`config.mk`:
```
export PLATFORM = sky130hd
export DESIGN_NAME = mon_ram_reader
export DESIGN_NICKNAME = d
export VERILOG_FILES = /design/src/rtl/mon_ram_reader.sv
export SDC_FILE = /design/constraint.sdc
export NUM_CORES = 1
export LEC_CHECK = 0
export BUFFER_PORTS_ARGS = -buffer_cell sky130_fd_sc_hd__buf_2
export CAP_MARGIN = 15
export CELL_PAD_IN_SITES_DETAIL_PLACEMENT = 0
export CELL_PAD_IN_SITES_GLOBAL_PLACEMENT = 2
export CORE_MARGIN = 1.5
export CORE_UTILIZATION = 37
export CTS_CLUSTER_SIZE = 8
export DETAILED_ROUTE_END_ITERATION = 10
export PLACE_DENSITY_LB_ADDON = 0.15
export SYNTH_ARGS = -nofsm -noshare
export SYNTH_HDL_FRONTEND = slang
export SYNTH_SLANG_ARGS = --single-unit
```
`constraint.sdc`:
```
create_clock -name clk -period 7.9 [get_ports clk]
set_clock_uncertainty 0.2 [all_clocks]
set_input_delay 0.395 -clock clk [delete_from_list [all_inputs] [get_ports clk]]
set_output_delay 0.395 -clock clk [all_outputs]
set_load 0.005 [all_outputs]
```
`src/rtl/mon_ram_reader.sv`:
```
// mon_ram_reader: read-side burst engine for the monitor's 2K x 18 block RAM.
// Accepts a start command (base address + word count), issues sequential
// synchronous reads and streams the returned words out on a valid/ready port.
//
// Ports:
//   clk, rst_x             clock, asynchronous active-low reset
//   start/base_addr/len    command strobe, first address, word count (clamped)
//   busy, done             burst in progress, 1-cycle completion pulse
//   ram_ce/ram_we/ram_addr RAM control (active-low enables), ram_do read data
//   dout/dout_vld/dout_rdy output stream
//
// The read pipeline has two stages: the issue stage (ram_ce low) and the data
// stage (ram_do valid, tracked by rd_vld). Words land in a 2-entry buffer whose
// head register drives dout. When the buffer is full the data-stage word is
// left parked on ram_do, which the RAM holds while ram_ce stays high; the issue
// rule only lets a read go out if the parked word is guaranteed a buffer slot
// before the RAM output is overwritten.
module mon_ram_reader #(
  parameter int unsigned AW = 11,
  parameter int unsigned DW = 18,
  parameter int unsigned LW = 12
) (
  input  logic          clk,
  input  logic          rst_x,
  input  logic          start,
  input  logic [AW-1:0] base_addr,
  input  logic [LW-1:0] len,
  output logic          busy,
  output logic          done,
  output logic          ram_ce,
  output logic          ram_we,
  output logic [AW-1:0] ram_addr,
  input  logic [DW-1:0] ram_do,
  output logic [DW-1:0] dout,
  output logic          dout_vld,
  input  logic          dout_rdy
);

  localparam int unsigned MAX_LEN = 1 << AW;

  localparam logic [1:0] S_IDLE  = 2'd0;
  localparam logic [1:0] S_RUN   = 2'd1;
  localparam logic [1:0] S_DRAIN = 2'd2;

  logic [1:0]    state, state_nxt;
  logic [AW-1:0] addr, addr_nxt;
  logic [LW-1:0] remaining, rem_nxt;
  logic          rd_vld, rd_vld_nxt;
  logic [DW-1:0] tail, tail_nxt;
  logic          tail_vld, tail_vld_nxt;
  logic          busy_nxt, done_nxt, ram_ce_nxt;
  logic [AW-1:0] ram_addr_nxt;
  logic [DW-1:0] dout_nxt;
  logic          dout_vld_nxt;

  logic          pop, cap, room, issue;
  logic [1:0]    occ, occ_after;
  logic [LW-1:0] len_eff;

  assign ram_we  = 1'b1;
  assign len_eff = (len > LW'(MAX_LEN)) ? LW'(MAX_LEN) : len;

  // State and output registers
  always_ff @(posedge clk or negedge rst_x) begin
    if (!rst_x) begin
      state     <= S_IDLE;
      addr      <= '0;
      remaining <= '0;
      rd_vld    <= 1'b0;
      tail      <= '0;
      tail_vld  <= 1'b0;
      busy      <= 1'b0;
      done      <= 1'b0;
      ram_ce    <= 1'b1;
      ram_addr  <= '0;
      dout      <= '0;
      dout_vld  <= 1'b0;
    end else begin
      state     <= state_nxt;
      addr      <= addr_nxt;
      remaining <= rem_nxt;
      rd_vld    <= rd_vld_nxt;
      tail      <= tail_nxt;
      tail_vld  <= tail_vld_nxt;
      busy      <= busy_nxt;
      done      <= done_nxt;
      ram_ce    <= ram_ce_nxt;
      ram_addr  <= ram_addr_nxt;
      dout      <= dout_nxt;
      dout_vld  <= dout_vld_nxt;
    end
  end

  // Next-state, buffer and read-issue logic
  always_comb begin
    state_nxt    = state;
    addr_nxt     = addr;
    rem_nxt      = remaining;
    busy_nxt     = busy;
    done_nxt     = 1'b0;
    ram_addr_nxt = ram_addr;
    issue        = 1'b0;

    // Buffer occupancy after this cycle's pop, then capture if a slot is free
    pop       = dout_vld & dout_rdy;
    occ       = 2'(dout_vld) + 2'(tail_vld) - 2'(pop);
    cap       = rd_vld & (occ < 2'd2);
    occ_after = occ + 2'(cap);

    // The issue-stage read becomes next cycle's data-stage word; an uncaptured
    // data-stage word stays parked on ram_do
    rd_vld_nxt = ~ram_ce | (rd_vld & ~cap);

    // A new read is safe if next cycle's data-stage word can be captured even
    // with no pop, so the RAM output is never overwritten while parked
    room = ~rd_vld_nxt | (occ_after < 2'd2);

    // Head/tail shift buffer: pop shifts tail to head, capture fills first gap
    dout_vld_nxt = dout_vld;
    dout_nxt     = dout;
    tail_vld_nxt = tail_vld;
    tail_nxt     = tail;
    if (pop) begin
      dout_vld_nxt = tail_vld;
      if (tail_vld) dout_nxt = tail;
      tail_vld_nxt = 1'b0;
    end
    if (cap) begin
      if (!dout_vld_nxt) begin
        dout_vld_nxt = 1'b1;
        dout_nxt     = ram_do;
      end else begin
        tail_vld_nxt = 1'b1;
        tail_nxt     = ram_do;
      end
    end

    case (state)
      S_IDLE: begin
        if (start) begin
          if (len_eff == '0) begin
            done_nxt = 1'b1;
          end else begin
            // Pipeline is empty in IDLE, so the first read goes out at once
            issue        = 1'b1;
            ram_addr_nxt = base_addr;
            addr_nxt     = base_addr + AW'(1);
            rem_nxt      = len_eff - LW'(1);
            busy_nxt     = 1'b1;
            state_nxt    = (len_eff == LW'(1)) ? S_DRAIN : S_RUN;
          end
        end
      end
      S_RUN: begin
        if (room) begin
          issue        = 1'b1;
          ram_addr_nxt = addr;
          addr_nxt     = addr + AW'(1);
          rem_nxt      = remaining - LW'(1);
          if (remaining == LW'(1)) state_nxt = S_DRAIN;
        end
      end
      S_DRAIN: begin
        if (!dout_vld && !tail_vld && ram_ce && !rd_vld) begin
          state_nxt = S_IDLE;
          busy_nxt  = 1'b0;
          done_nxt  = 1'b1;
        end
      end
      default: state_nxt = S_IDLE;
    endcase

    ram_ce_nxt = ~issue;
  end

endmodule

```
Word level (Yosys, flattened, before mapping)
Index checks and enable logic that the tools add are counted.

cells by class
  $lt $le $gt $ge = 3
  bitwise gates (word level) = 9
  mux-type cells = 41
  add/subtract/negate cells = 7
  reduce and logical (&&, ||, !) cells = 14
  equal/unequal tests = 9

operators with widths
  kind                   count
  $mux 18                4
  $mux 11                6
  $mux 12                4
  $pmux 11 s2            2
  $eq 12x1->1 const B    2
  $pmux 12 s2            1
  $sub 12x1->12 const B  2
  $add 11x1->11 const B  2
  $mux 1                 14
  $gt 12x12->1 const B   1
  $logic_not 12->1       1
  $mux 2                 6
  $ne 2x2->1 const B     5
  $reduce_and 4->1       2
  $pmux 1 s2             3
  $pmux 2 s3             1
  $reduce_and 5->1       1
  $lt 2x2->1 const B     2
  $not 1->1              4
  $reduce_bool 2->1      2
  $and 1x1->1            3
  $logic_and 1x1->1      3
  $logic_not 1->1        3
  $add 1x1->2            1
  other kinds (7)        8

word-level totals
  input bits = 45
  flip-flop bits (word level) = 78
  output and inout bits = 34
  logic and storage cells = 95

Logic depth before layout (Yosys ltp)
Gate-level depths: netlist (run 1).

  word-level depth = 12
  mapped depth = 13
  depth with buffers taken out = 12

Worst setup path after synthesis (run 1)
No wires, ideal clock.

  path type = register to register
  start = register state[0]
  end = register addr[10]
  setup time = 0.128 ns
  period minus slack after synthesis = 3.144 ns
  buffers on the path = 5
  path slack = 4.756 ns
  data required time = 7.572 ns
  data arrival time = 2.816 ns
  cell stages (with the launch flop) = 14
  cells stage by stage = dfrtp_1 -> clkbuf_2 -> nor2b_1 -> buf_2 -> buf_1 -> clkbuf_1 -> nand2_1 -> nand2_1 -> ha_1 -> or4b_1 -> buf_2 -> or3_1 -> a211oi_2 -> nor3_1

between the ends
  word-level cells in the longest chain between the ends = 3
  elaborated cells between the ends (all ways) = 8
  those cells by class = eq/ne (4); mux (1); reduce/logical (3)

ends and longest elaborated chain
  item                                                              RTL line  RTL
  from (decl)                                                       45        logic [1:0] state, state_nxt;
  from (signal assigned)                                            79        state <= state_nxt;
  $eq 2x1->1 / $logic_not 2->1 (equally long branches)              138       case (state)
  $ne 2x2->1 (no line) / $reduce_bool 2->1 (equally long branches)  --
  $reduce_and 4->1 (no line)                                        --
  to (signal assigned)                                              80        addr <= addr_nxt;
  to (decl)                                                         46        logic [AW-1:0] addr, addr_nxt;

Several ways; a longest one is shown, not always the timed one.
A chain may end at the register's enable or synchronous reset.

Worst setup path after layout (run 1)
  start = register dout_vld
  end = register addr[9]

between the ends
  word-level cells in the longest chain between the ends = 11
  elaborated cells between the ends (all ways) = 14
  those cells by class = add/sub (3); order compare (2); eq/ne (1); bitwise (7); reduce/logical (1)

ends and longest elaborated chain
  item                                                                RTL line  RTL
  from (decl)                                                         35        output logic dout_vld,
  from (signal assigned)                                              90        dout_vld <= dout_vld_nxt;
  $add 1x1->2 / $and 1x1->1 (equally long branches)                   106, 105
  $sub 2x1->2 (*)                                                     106       occ = 2'(dout_vld) + 2'(tail_vld) - 2'(pop);
  parallel branches: the longest is 6 deep, another holds $lt 2x2->1  --
  $or 1x1->1 (*)                                                      116       room = ~rd_vld_nxt | (occ_after < 2'd2);
  $ne 2x2->1 (no line) (*)                                            --
  $reduce_and 4->1 (no line) (*)                                      --

Mark *: on every way between the ends.

==> results of run 1 <==
-- flip-flops by register name (all words and copies together) (netlist names), 2 cells and up --
name,count
ram_addr,11
dout,18
tail,18
state,2
remaining,12
addr,11
-- layout make-up --
class                      instances  area, um2  area share
inverter                          16       60.1      0.0118
tap                              143        179      0.0350
sequential                        78       1950       0.382
clock buffer                      10        229      0.0448
clock inverter                     6       71.3      0.0140
timing repair buffer              80        418      0.0818
multi-input combinational        349       2200       0.430
-- cell families (layout without fill, tap and decap cells) --
group           count (synthesis)  after routing  synth area share
compound gates                124            124             0.178
xor+xnor                        6              6            0.0121
fa+ha+maj                       9              9            0.0260
buf+inv                        41            112            0.0422
flops                          78             78             0.451
mux                            44             44             0.108
other cells                     1              1          0.000867
simple gates                  165            165             0.181
-- worst max-delay path, cell delays in order (launching register included) --
cell and delay [ns]:
dfrtp_1 0.42, nand2_1 0.11, inv_1 0.06, ha_1 0.26, inv_1 0.04, ha_1 0.17
xnor2_1 0.38, a21o_1 0.19, o21ai_1 0.22, o21ai_2 0.18, buf_4 0.39, inv_1 0.43
nor4b_1 0.38, nor3_1 0.09
-- through the flow --
step | cells | total power, mW | worst slack (ns)
finish | 682 | 2.15 | 4.24
global route | 682 | 2.35 | 3.89
CTS | 681 | 2.17 | 4.20
detailed placement | 665 | 1.74 | 4.15
global placement | 665 | 1.73 | 4.18
floorplan | 468 | 1.47 | 4.76
-- power breakdown --
group	total [mW]	leakage, nW	internal (mW)	switching [mW]
registers	0.741	0.923	0.604	0.137
logic	0.994	1.32	0.425	0.569
clock network	0.416	0.139	0.247	0.169
total	2.15	2.38	1.28	0.875
-- routing by layer --
metal | GRT usage | part of all wire | up-vias
met5 | 0 | 0.0013 | -
met4 | 0.0532 | 0.013 | 2
met3 | 0.0448 | 0.046 | 12
met2 | 0.275 | 0.46 | 80
met1 | 0.246 | 0.48 | 1729
li1 | - | - | 1800
-- synth_stat cells, types with 4 or more instances --
cell type,number,area (um2)
o21ai_0,41,205
a21o_1,6,45.0
a211oi_1,9,67.6
nand2b_1,12,75.1
dfrtp_1,77,1930
nor2_1,28,105
ha_1,9,113
inv_1,16,60.1
nor3_1,18,90.1
a31oi_1,5,31.3
clkbuf_1,13,48.8
nor4_1,5,31.3
a21oi_1,30,150
mux2i_1,24,240
nand4_1,4,25.0
nand2_1,67,251
or3_1,5,31.3
mux2_2,19,214
buf_2,7,35.0
xnor2_1,5,43.8
nand3_1,12,60.1
a22o_1,7,61.3
-- final timing paths --
path,endpoint,slack [ns],start
worst min-delay path,dout[2]$_DFF_PN0_,0.03,rst_x
worst max register to register,addr[9]$_DFFE_PN0P_,4.24,dout_vld$_DFF_PN0_
max in group asynchronous,ram_addr[9]$_DFFE_PN0P_,6.83,rst_x
worst min register to register,ram_addr[6]$_DFFE_PN0P_,0.28,ram_addr[6]$_DFFE_PN0P_
min in group clk,dout[13]$_DFF_PN0_,0.07,ram_do[13]
worst max-delay path,addr[9]$_DFFE_PN0P_,4.24,dout_vld$_DFF_PN0_
==> metrics.csv, run 1 <==
stage,metric,value,unit
finish,areaGrowthSynthToFinish,18.1,%
cts,hold_buffers,0,
worst_setup_path,end_kind,flip-flop,
cts,htreeDepth,3,
synthesis,synth.distinct_cells,58,
power_and_ir_drop,ir_worst_vdd,0.174,mV
synthesis,yosys_most_used_dff,dfrtp_1,
global_routing,grt_max_degree,79,
die,dieArea,0.0124,mm2
global_routing,grtUsageTotal,0.178,
detailed_routing,via_count,3623,
timing,fmax,273,MHz
worst_setup_path,crit_type,flip-flop to flip-flop,
detailed_routing,drtPass1Iterations,4,
cts,clk_latency,0.34,ns
cts,clk_transition_reported_paths,0.06,ns
die,initial_core_util,0.379,
synthesis,syn_area_per_cell,9.24,um2
cts,cts_made_buffers,9,
synthesis,synth_area,0.00433,mm2
timing,drv_slew,0,
detailed_routing,viasPerCell,5.31,
timing,fin_crit_sh,0.464,
cts,clk_path_buf_depth,2,
detailed_routing,drtIter0Drc,201,
die,rows,39,
synthesis,synth_seq_area_share,0.451,
die,coreArea,0.0114,mm2
finish,fin_util,0.448,
finish,diodes,0,
cts,cts_root_buf,clkbuf_16,
detailed_routing,routed_wl,10300,um
finish,final_cell_mix,"77 x dfrtp_1, 76 x buf_2, 67 x nand2_1",
global_routing,overflow,0,
global_routing,grt_pass1_wl,17700,um
worst_setup_path,crit_required,7.91,ns
worst_setup_path,crit_path_start_kind,flip-flop,
place,dpl_cell_area,0.00479,mm2
synthesis,async_reset_ff_frac,1.00,
detailed_routing,ant_nets,0,
timing,worst_slew_pin_slew,1.08,ns
hold_path,holdCritPathClass,input pin to async pin,
timing,period_minus_slack,3.66,ns
place,dp_hpwl,7130,um
finish,design_area,0.00511,mm2
cts,post-cts-setup-buffers,0,
place,gp_congestion,0.765,
timing,rsz0062_at_grt,no,
timing,setup_viol,0,
finish,nets,588,
timing,hold_viol,0,
power_and_ir_drop,p_leak,2.38,nW
die,die_x,111,um
detailed_routing,wire_per_inst,15.1,um
worst_setup_path,worst_ep_arrival_time,3.68,ns
place,port_buffers,77,
run_status,status,finished clean,
finish,final_common_cell,dfrtp_1,
worst_setup_path,rr_worst_depth,13,
die,die_h,111,um
worst_setup_path,cp_max_fo,38,
timing,slew_headroom,0.276,
die,ios,79,
cts,cts_tree,yes,
run,cap_violations,0,
cts,cts_resized,0,
synthesis,synthCells,468,
power_and_ir_drop,powerDensity,421,mW/mm2
synthesis,synth-edff-count,0,
timing,whs,0.0323,ns
timing,setup_tns,0,ns
cts,cts.sinks,78,
synthesis,ys_ff_latch,78,
synthesis,synth_nets,522,
global_routing,grt_pass1_vias,3498,
global_routing,grt_antenna_before_repair,1,
finish,drive_gt1_frac,0.228,
finish,fill_cells,1132,
detailed_routing,post-route-drc-count,0,
synthesis,ys_warn_count,0,
Power figures use the tool's default switching activity.
==> inputs of run 2 (changes only) <==
ABC_AREA = 1   (was default)
CORE_UTILIZATION = 29   (was 37)
clock period = 3.26 ns   (was 7.9 ns; I/O delays follow)
==> run 2 against run 1 <==
Sequential share of layout area fell by 1.1 points. Count of clock-buffer cells in the layout rose by 2. Sequential power rose by 130%. First-iteration DRC count fell by 41%. Cell count up 18%. Synthesized cell count increased by 12%. Global-route usage shrank 3.6 points. Non-clock buffer count increased by 25. Critical endpoint is now remaining[3]$_DFFE_PN0P_.
==> metrics.csv, run 2 <==
stage,metric,value,unit
run_status,status,finished clean,
detailed_routing,post-route-drc-count,0,
timing,hold_viol,0,
synthesis,yosysMostFrequentCell,nand2_1,
synthesis,synth-edff-count,0,
detailed_routing,via_count,3735,
global_routing,grt_pass1_vias,3490,
synthesis,synthTopCellsByArea,"dfrtp_1 46%, nand2_1 13%, mux2_2 4.8%",
worst_setup_path,critPathMaxStageDelay,0.54,ns
global_routing,grt_use_met3,0.0357,
global_routing,grt-busiest-layer,met2,
cts,cts.sinks,78,
worst_setup_path,critPathTopFamily,buffers and inverters,
finish,fill_cells,1480,
die,die_x,124,um
power_and_ir_drop,p_leak,2.61,nW
timing,whs,0.0316,ns
worst_setup_path,crit_type,input pin to flip-flop,
synthesis,async_reset_ff_frac,1.00,
run,cap_violations,0,
detailed_routing,viasPerCell,4.65,
synthesis,synth_seq_area_share,0.462,
global_routing,met2_usage,0.237,
global_routing,grtUsageTotal,0.142,
worst_setup_path,worstPathCellList,dlygate4sd3_1 > buf_2 > nand2_1 > inv_1 > ha_1 > inv_1 > ha_1 > xnor2_1 > o21ai_0 > nand2_1 > nand2_1 > nand2_2 > inv_2 > o21ai_0,
global_routing,grt_pass1_wl,16600,um
place,place_inst,766,
worst_setup_path,path_buf_inv,5,
synthesis,synth_nets,579,
synthesis,synth_top_area_share,0.456,
worst_setup_path,cp_slowest_cell,dlygate4sd3_1,
cts,cts_resized,0,
timing,fmax,374,MHz
synthesis,synth_top_area_cell,dfrtp_1,
die,initial_core_util,0.301,
synthesis,synth_area,0.00423,mm2
power_and_ir_drop,powerDensity,966,mW/mm2
timing,worst_slew_pin_slew,1.03,ns
synthesis,ys_warn_count,0,
worst_setup_path,worst_ep_arrival_time,2.67,ns
finish,largestRegisters,"dout x18, tail x18, remaining x12",
worst_setup_path,cp_max_fo,29,
synthesis,ys_top_cells_by_count,"150 x nand2_1, 77 x dfrtp_1, 43 x nor2_1",
die,rows,43,
detailed_routing,drtIter0Drc,118,
finish,final_common_cell,nand2_1,
synthesis,synthCells,525,
timing,slew_headroom,0.313,
synthesis,syn_area_per_cell,8.06,um2
place,port_buffers,77,
worst_setup_path,crit_required,3.25,ns
die,coreArea,0.0140,mm2
detailed_routing,wire_per_inst,13.0,um
timing,drv_slew,0,
detailed_routing,drtPass1Iterations,5,
synthesis,yosys_most_used_dff,dfrtp_1,
die,dieArea,0.0153,mm2
timing,period_minus_slack,2.67,ns
worst_setup_path,end_kind,flip-flop,
detailed_routing,ant_nets,0,
finish,diodes,0,
timing,setup_tns,0,ns
global_routing,grt_util_met1,0.176,
cts,clk_transition_reported_paths,0.06,ns
hold_path,holdCritPathClass,input pin to flip-flop,
power_and_ir_drop,ir_worst_vdd,0.258,mV
timing,setup_viol,0,
cts,cts_root_buf,clkbuf_16,
worst_setup_path,crit_path_start_kind,input pin,
global_routing,grt_antenna_before_repair,0,
place,dp_hpwl,7010,um
global_routing,grt_max_degree,79,
finish,multi_input_area,0.00197,mm2
finish,areaGrowthSynthToFinish,24.6,%
finish,nets,673,
cts,post-cts-setup-buffers,0,
synthesis,ys_ff_latch,78,
finish,ff_latch_area,0.00195,mm2
cts,clk_latency,0.34,ns
timing,fin_crit_sh,0.820,
cts,cts_made_buffers,9,
cts,clk_path_buf_depth,2,
finish,final_cell_count_no_fill,804,
finish,final_cell_mix,"150 x nand2_1, 77 x dfrtp_1, 76 x buf_2",
place,gp_congestion,0.743,
timing,rsz0062_at_grt,no,
cts,htreeDepth,3,
synthesis,synth.distinct_cells,36,
power_and_ir_drop,p_total,5.09,mW
detailed_routing,routed_wl,10400,um
worst_setup_path,worst_path_most_repeated_cell,nand2_1,
die,die_h,124,um
cts,cts_tree,yes,
finish,drive_gt1_frac,0.215,
die,ios,79,
global_routing,overflow,0,
-- run 2: cell types whose count changed after synthesis, moves of 13 or more --
cell | previous run | this run
a31oi_1 | 5 | 19
a21oi_1 | 30 | 10
nand2_1 | 67 | 150
nand3_1 | 12 | 40
inv_1 | 16 | 42
mux2i_1 | 24 | 0
nor2_1 | 28 | 43
nor3_1 | 18 | 5
-- run 2: worst reg2reg max path: stages (launching register included) --
cell and delay, ns:
dfrtp_1 0.41, nand2_1 0.10, inv_1 0.06, ha_1 0.27, inv_1 0.04, ha_1 0.17, xnor2_1 0.15, o21ai_0 0.22
nand2_1 0.11, nand2_1 0.10, nand2_2 0.08, inv_2 0.38, o21ai_0 0.18
-- run 2: timing repair --
item / 4_1_cts / 5_1_grt
setup endpoints to repair: 0 / 0
hold buffers: 22 / 0
endpoints found under the hold margin: 118 / 0
-- run 2: routing by layer --
metal	up-vias	routed length, um
li1	1912	-
met1	1751	4970
met2	60	4890
met3	12	398
met4	0	183
met5	-	0
-- run 2: logic make-up (layout without fill, tap and decap cells) --
group | Yosys count | in the layout | share of synthesized area
muxes | 18 | 18 | 0.0479
buffers and inverters | 68 | 167 | 0.0728
AOI/OAI and AO/OA | 83 | 83 | 0.110
adders and majority gates | 9 | 9 | 0.0266
and+or+nand+nor | 257 | 257 | 0.257
other | 1 | 1 | 0.000887
xor gates and xnor gates | 11 | 11 | 0.0228
DFF | 78 | 78 | 0.462
-- run 2: power breakdown --
group,switching (mW),leakage (nW),internal (mW)
Clock,0.406,0.141,0.579
Combinational,1.44,1.54,0.926
Sequential,0.253,0.932,1.48
Total,2.10,2.61,2.99
-- run 2: stage by stage --
stage                util  setup WS (ns)  area (um2)
floorplan               -          0.360        4230
global placement    0.338          0.756        4750
detailed placement  0.338          0.642        4750
CTS                 0.375          0.546        5270
global route        0.375          0.318        5270
finish              0.375          0.588        5270
-- run 2: layout make-up --
class	count	share of cell area
Sequential cell	78	0.371
Multi-Input combinational cell	379	0.374
Clock inverter	4	0.00546
Timing Repair Buffer	105	0.124
Inverter	46	0.0328
Tap cell	180	0.0428
Clock buffer	12	0.0506
-- run 2: final timing paths --
path                                    startpoint                        to  slack, ns  cells after the start
max                                       dout_rdy  remaining[3]$_DFFE_PN0P_       0.59                     14
min                                  base_addr[10]  ram_addr[10]$_DFFE_PN0P_       0.03                      5
max reg2reg                     dout_vld$_DFF_PN0_  remaining[3]$_DFFE_PN0P_       0.65                     12
min reg2reg                ram_addr[1]$_DFFE_PN0P_   ram_addr[1]$_DFFE_PN0P_       0.27                      2
max in group asynchronous                    rst_x   ram_addr[4]$_DFFE_PN0P_       1.86                      2
min in group asynchronous                    rst_x         dout[4]$_DFF_PN0_       0.33                      2
==> inputs of run 3 (changes only) <==
ABC_AREA = 0   (was 1)
CORE_UTILIZATION = 34   (was 29)
clock period = 2.5 ns   (was 3.26 ns; I/O delays follow)
==> run 3 against run 2 <==
Non-clock buffer count up 48. Cell area up 13%. Clock power up 37%. Utilization up 10 points. Critical path type is now flip-flop to flip-flop. Largest cell class unchanged. Highest routed layer unchanged.
==> metrics.csv, run 3 (synthesis results as in run 1) <==
stage,metric,value,unit
timing,drv_slew,0,
die,ios,79,
worst_setup_path,path_buf_inv,5,
finish,nets,661,
global_routing,grt_pass1_wl,18600,um
hold_path,holdCritPathClass,input pin to flip-flop,
detailed_routing,viasPerCell,4.95,
place,dpl_cell_area,0.00519,mm2
worst_setup_path,worstPathCellList,nand2_2 > inv_2 > ha_4 > inv_2 > ha_4 > xnor2_4 > buf_4 > o21ai_2 > o21ai_4 > buf_6 > buf_4 > o211ai_1 > nand3_2,
worst_setup_path,critPathMaxStageDelay,0.39,ns
finish,areaGrowthSynthToFinish,38.1,%
die,initial_core_util,0.346,
die,die_h,116,um
global_routing,grt_antenna_before_repair,0,
timing,fmax,409,MHz
finish,diodes,0,
global_routing,grt_max_degree,42,
finish,design_area,0.00598,mm2
finish,drive_gt1_frac,0.319,
run_status,status,finished clean,
worst_setup_path,crit_type,flip-flop to flip-flop,
detailed_routing,wire_per_inst,14.6,um
detailed_routing,via_count,3874,
die,rows,41,
finish,multi_input_area,0.00235,mm2
timing,worst_slew_pin_slew,0.541,ns
detailed_routing,ant_nets,0,
timing,setup_viol,0,
worst_setup_path,crit_required,2.52,ns
cts,cts_made_buffers,9,
die,coreArea,0.0125,mm2
cts,htreeDepth,3,
global_routing,overflow,0,
cts,clk_path_buf_depth,2,
cts,cts_root_buf,clkbuf_16,
detailed_routing,post-route-drc-count,0,
cts,clk_transition_reported_paths,0.06,ns
worst_setup_path,cp_max_fo,20,
power_and_ir_drop,ir_worst_vdd,0.722,mV
finish,largestRegisters,"dout x18, tail x18, remaining x12",
detailed_routing,drtPass1Iterations,4,
die,dieArea,0.0134,mm2
timing,rsz0062_at_grt,yes,
power_and_ir_drop,p_leak,2.78,nW
place,gp_congestion,0.772,
timing,hold_viol,0,
worst_setup_path,critPathTopFamily,buffers and inverters,
global_routing,grt_pass1_vias,3725,
global_routing,grtUsageTotal,0.178,
run,cap_violations,0,
detailed_routing,drtIter0Drc,237,
timing,period_minus_slack,2.44,ns
power_and_ir_drop,powerDensity,1330,mW/mm2
finish,final_cell_mix,"76 x dfrtp_1, 76 x buf_2, 60 x nand2_1",
worst_setup_path,cp_slowest_cell,dfrtp_1,
place,dp_hpwl,8100,um
worst_setup_path,worst_ep_arrival_time,2.47,ns
cts,cts_tree,yes,
cts,cts.sinks,78,
worst_setup_path,crit_path_start_kind,flip-flop,
worst_setup_path,end_kind,flip-flop,
detailed_routing,routed_wl,11400,um
power_and_ir_drop,p_total,7.93,mW
timing,slew_headroom,0.639,
finish,fill_cells,1235,
die,die_x,116,um
cts,clk_latency,0.34,ns
timing,fin_crit_sh,0.977,
finish,ff_latch_area,0.00195,mm2
place,port_buffers,77,
## run 3: where the power goes
part	switching [mW]	internal, mW
clock	0.525	0.827
combinational	2.18	2.08
sequential	0.412	1.91
total	3.11	4.82
## run 3: through the flow
step | instances | TNS (ns) | setup WS (ns) | util | hold slack (ns)
final | 783 | 0 | 0.0566 | 0.478 | 0.0126
after global routing | 783 | -0.423 | -0.0643 | 0.478 | 0.0411
after CTS | 783 | -0.00525 | -0.00248 | 0.469 | 0.00414
after detailed placement | 735 | -0.199 | -0.0451 | 0.415 | -0.0484
after global placement | 735 | -0.0489 | -0.0201 | 0.415 | -0.0606
after floorplan | 468 | -0.234 | -0.234 | - | -0.371
## run 3: routing by layer
layer	global-route usage	share of wire	vias to the layer above
met5	0	0	-
met4	0.0520	0.013	0
met3	0.0481	0.048	12
met2	0.282	0.46	83
met1	0.239	0.48	1826
li1	-	-	1953
## run 3: path summary, 6_finish.rpt
check | from | to | slack [ns] | depth (start not counted)
min in group asynchronous | rst_x | dout[4]$_DFF_PN0_ | 0.11 | 2
worst min-delay path | len[9] | remaining[9]$_DFFE_PN0P_ | 0.01 | 4
worst max-delay path | dout_vld$_DFF_PN0_ | addr[7]$_DFFE_PN0P_ | 0.06 | 13
max in group asynchronous | rst_x | addr[10]$_DFFE_PN0P_ | 1.37 | 3
worst max register to register | dout_vld$_DFF_PN0_ | addr[7]$_DFFE_PN0P_ | 0.06 | 13
worst min register to register | ram_addr[6]$_DFFE_PN0P_ | ram_addr[6]$_DFFE_PN0P_ | 0.29 | 2
## run 3: cell type report
type	instances	share of cell area
Multi-Input combinational cell	349	0.394
Sequential cell	78	0.327
Timing Repair Buffer	153	0.181
Clock buffer	11	0.0423
Tap cell	172	0.0360
Inverter	16	0.0107
Clock inverter	4	0.00921
## run 3: worst register-to-register path, delay by kind of cell (launching register included)
| kind | cells | cell delay [ns] |
|---|---|---|
| adders and majority gates | 2 | 0.42 |
| and+or+nand+nor | 2 | 0.17 |
| DFF | 1 | 0.39 |
| AOI/OAI and AO/OA | 3 | 0.45 |
| buffers and inverters | 5 | 0.59 |
| xor gates and xnor gates | 1 | 0.13 |
## run 3: timing repair
action,CTS,global route
hold endpoints to repair,113,0
hold buffers,29,0
pin swaps,2,6
gates cloned,0,0
gates resized for setup,11,31
setup endpoints to repair,15,33
buffers inserted,4,0
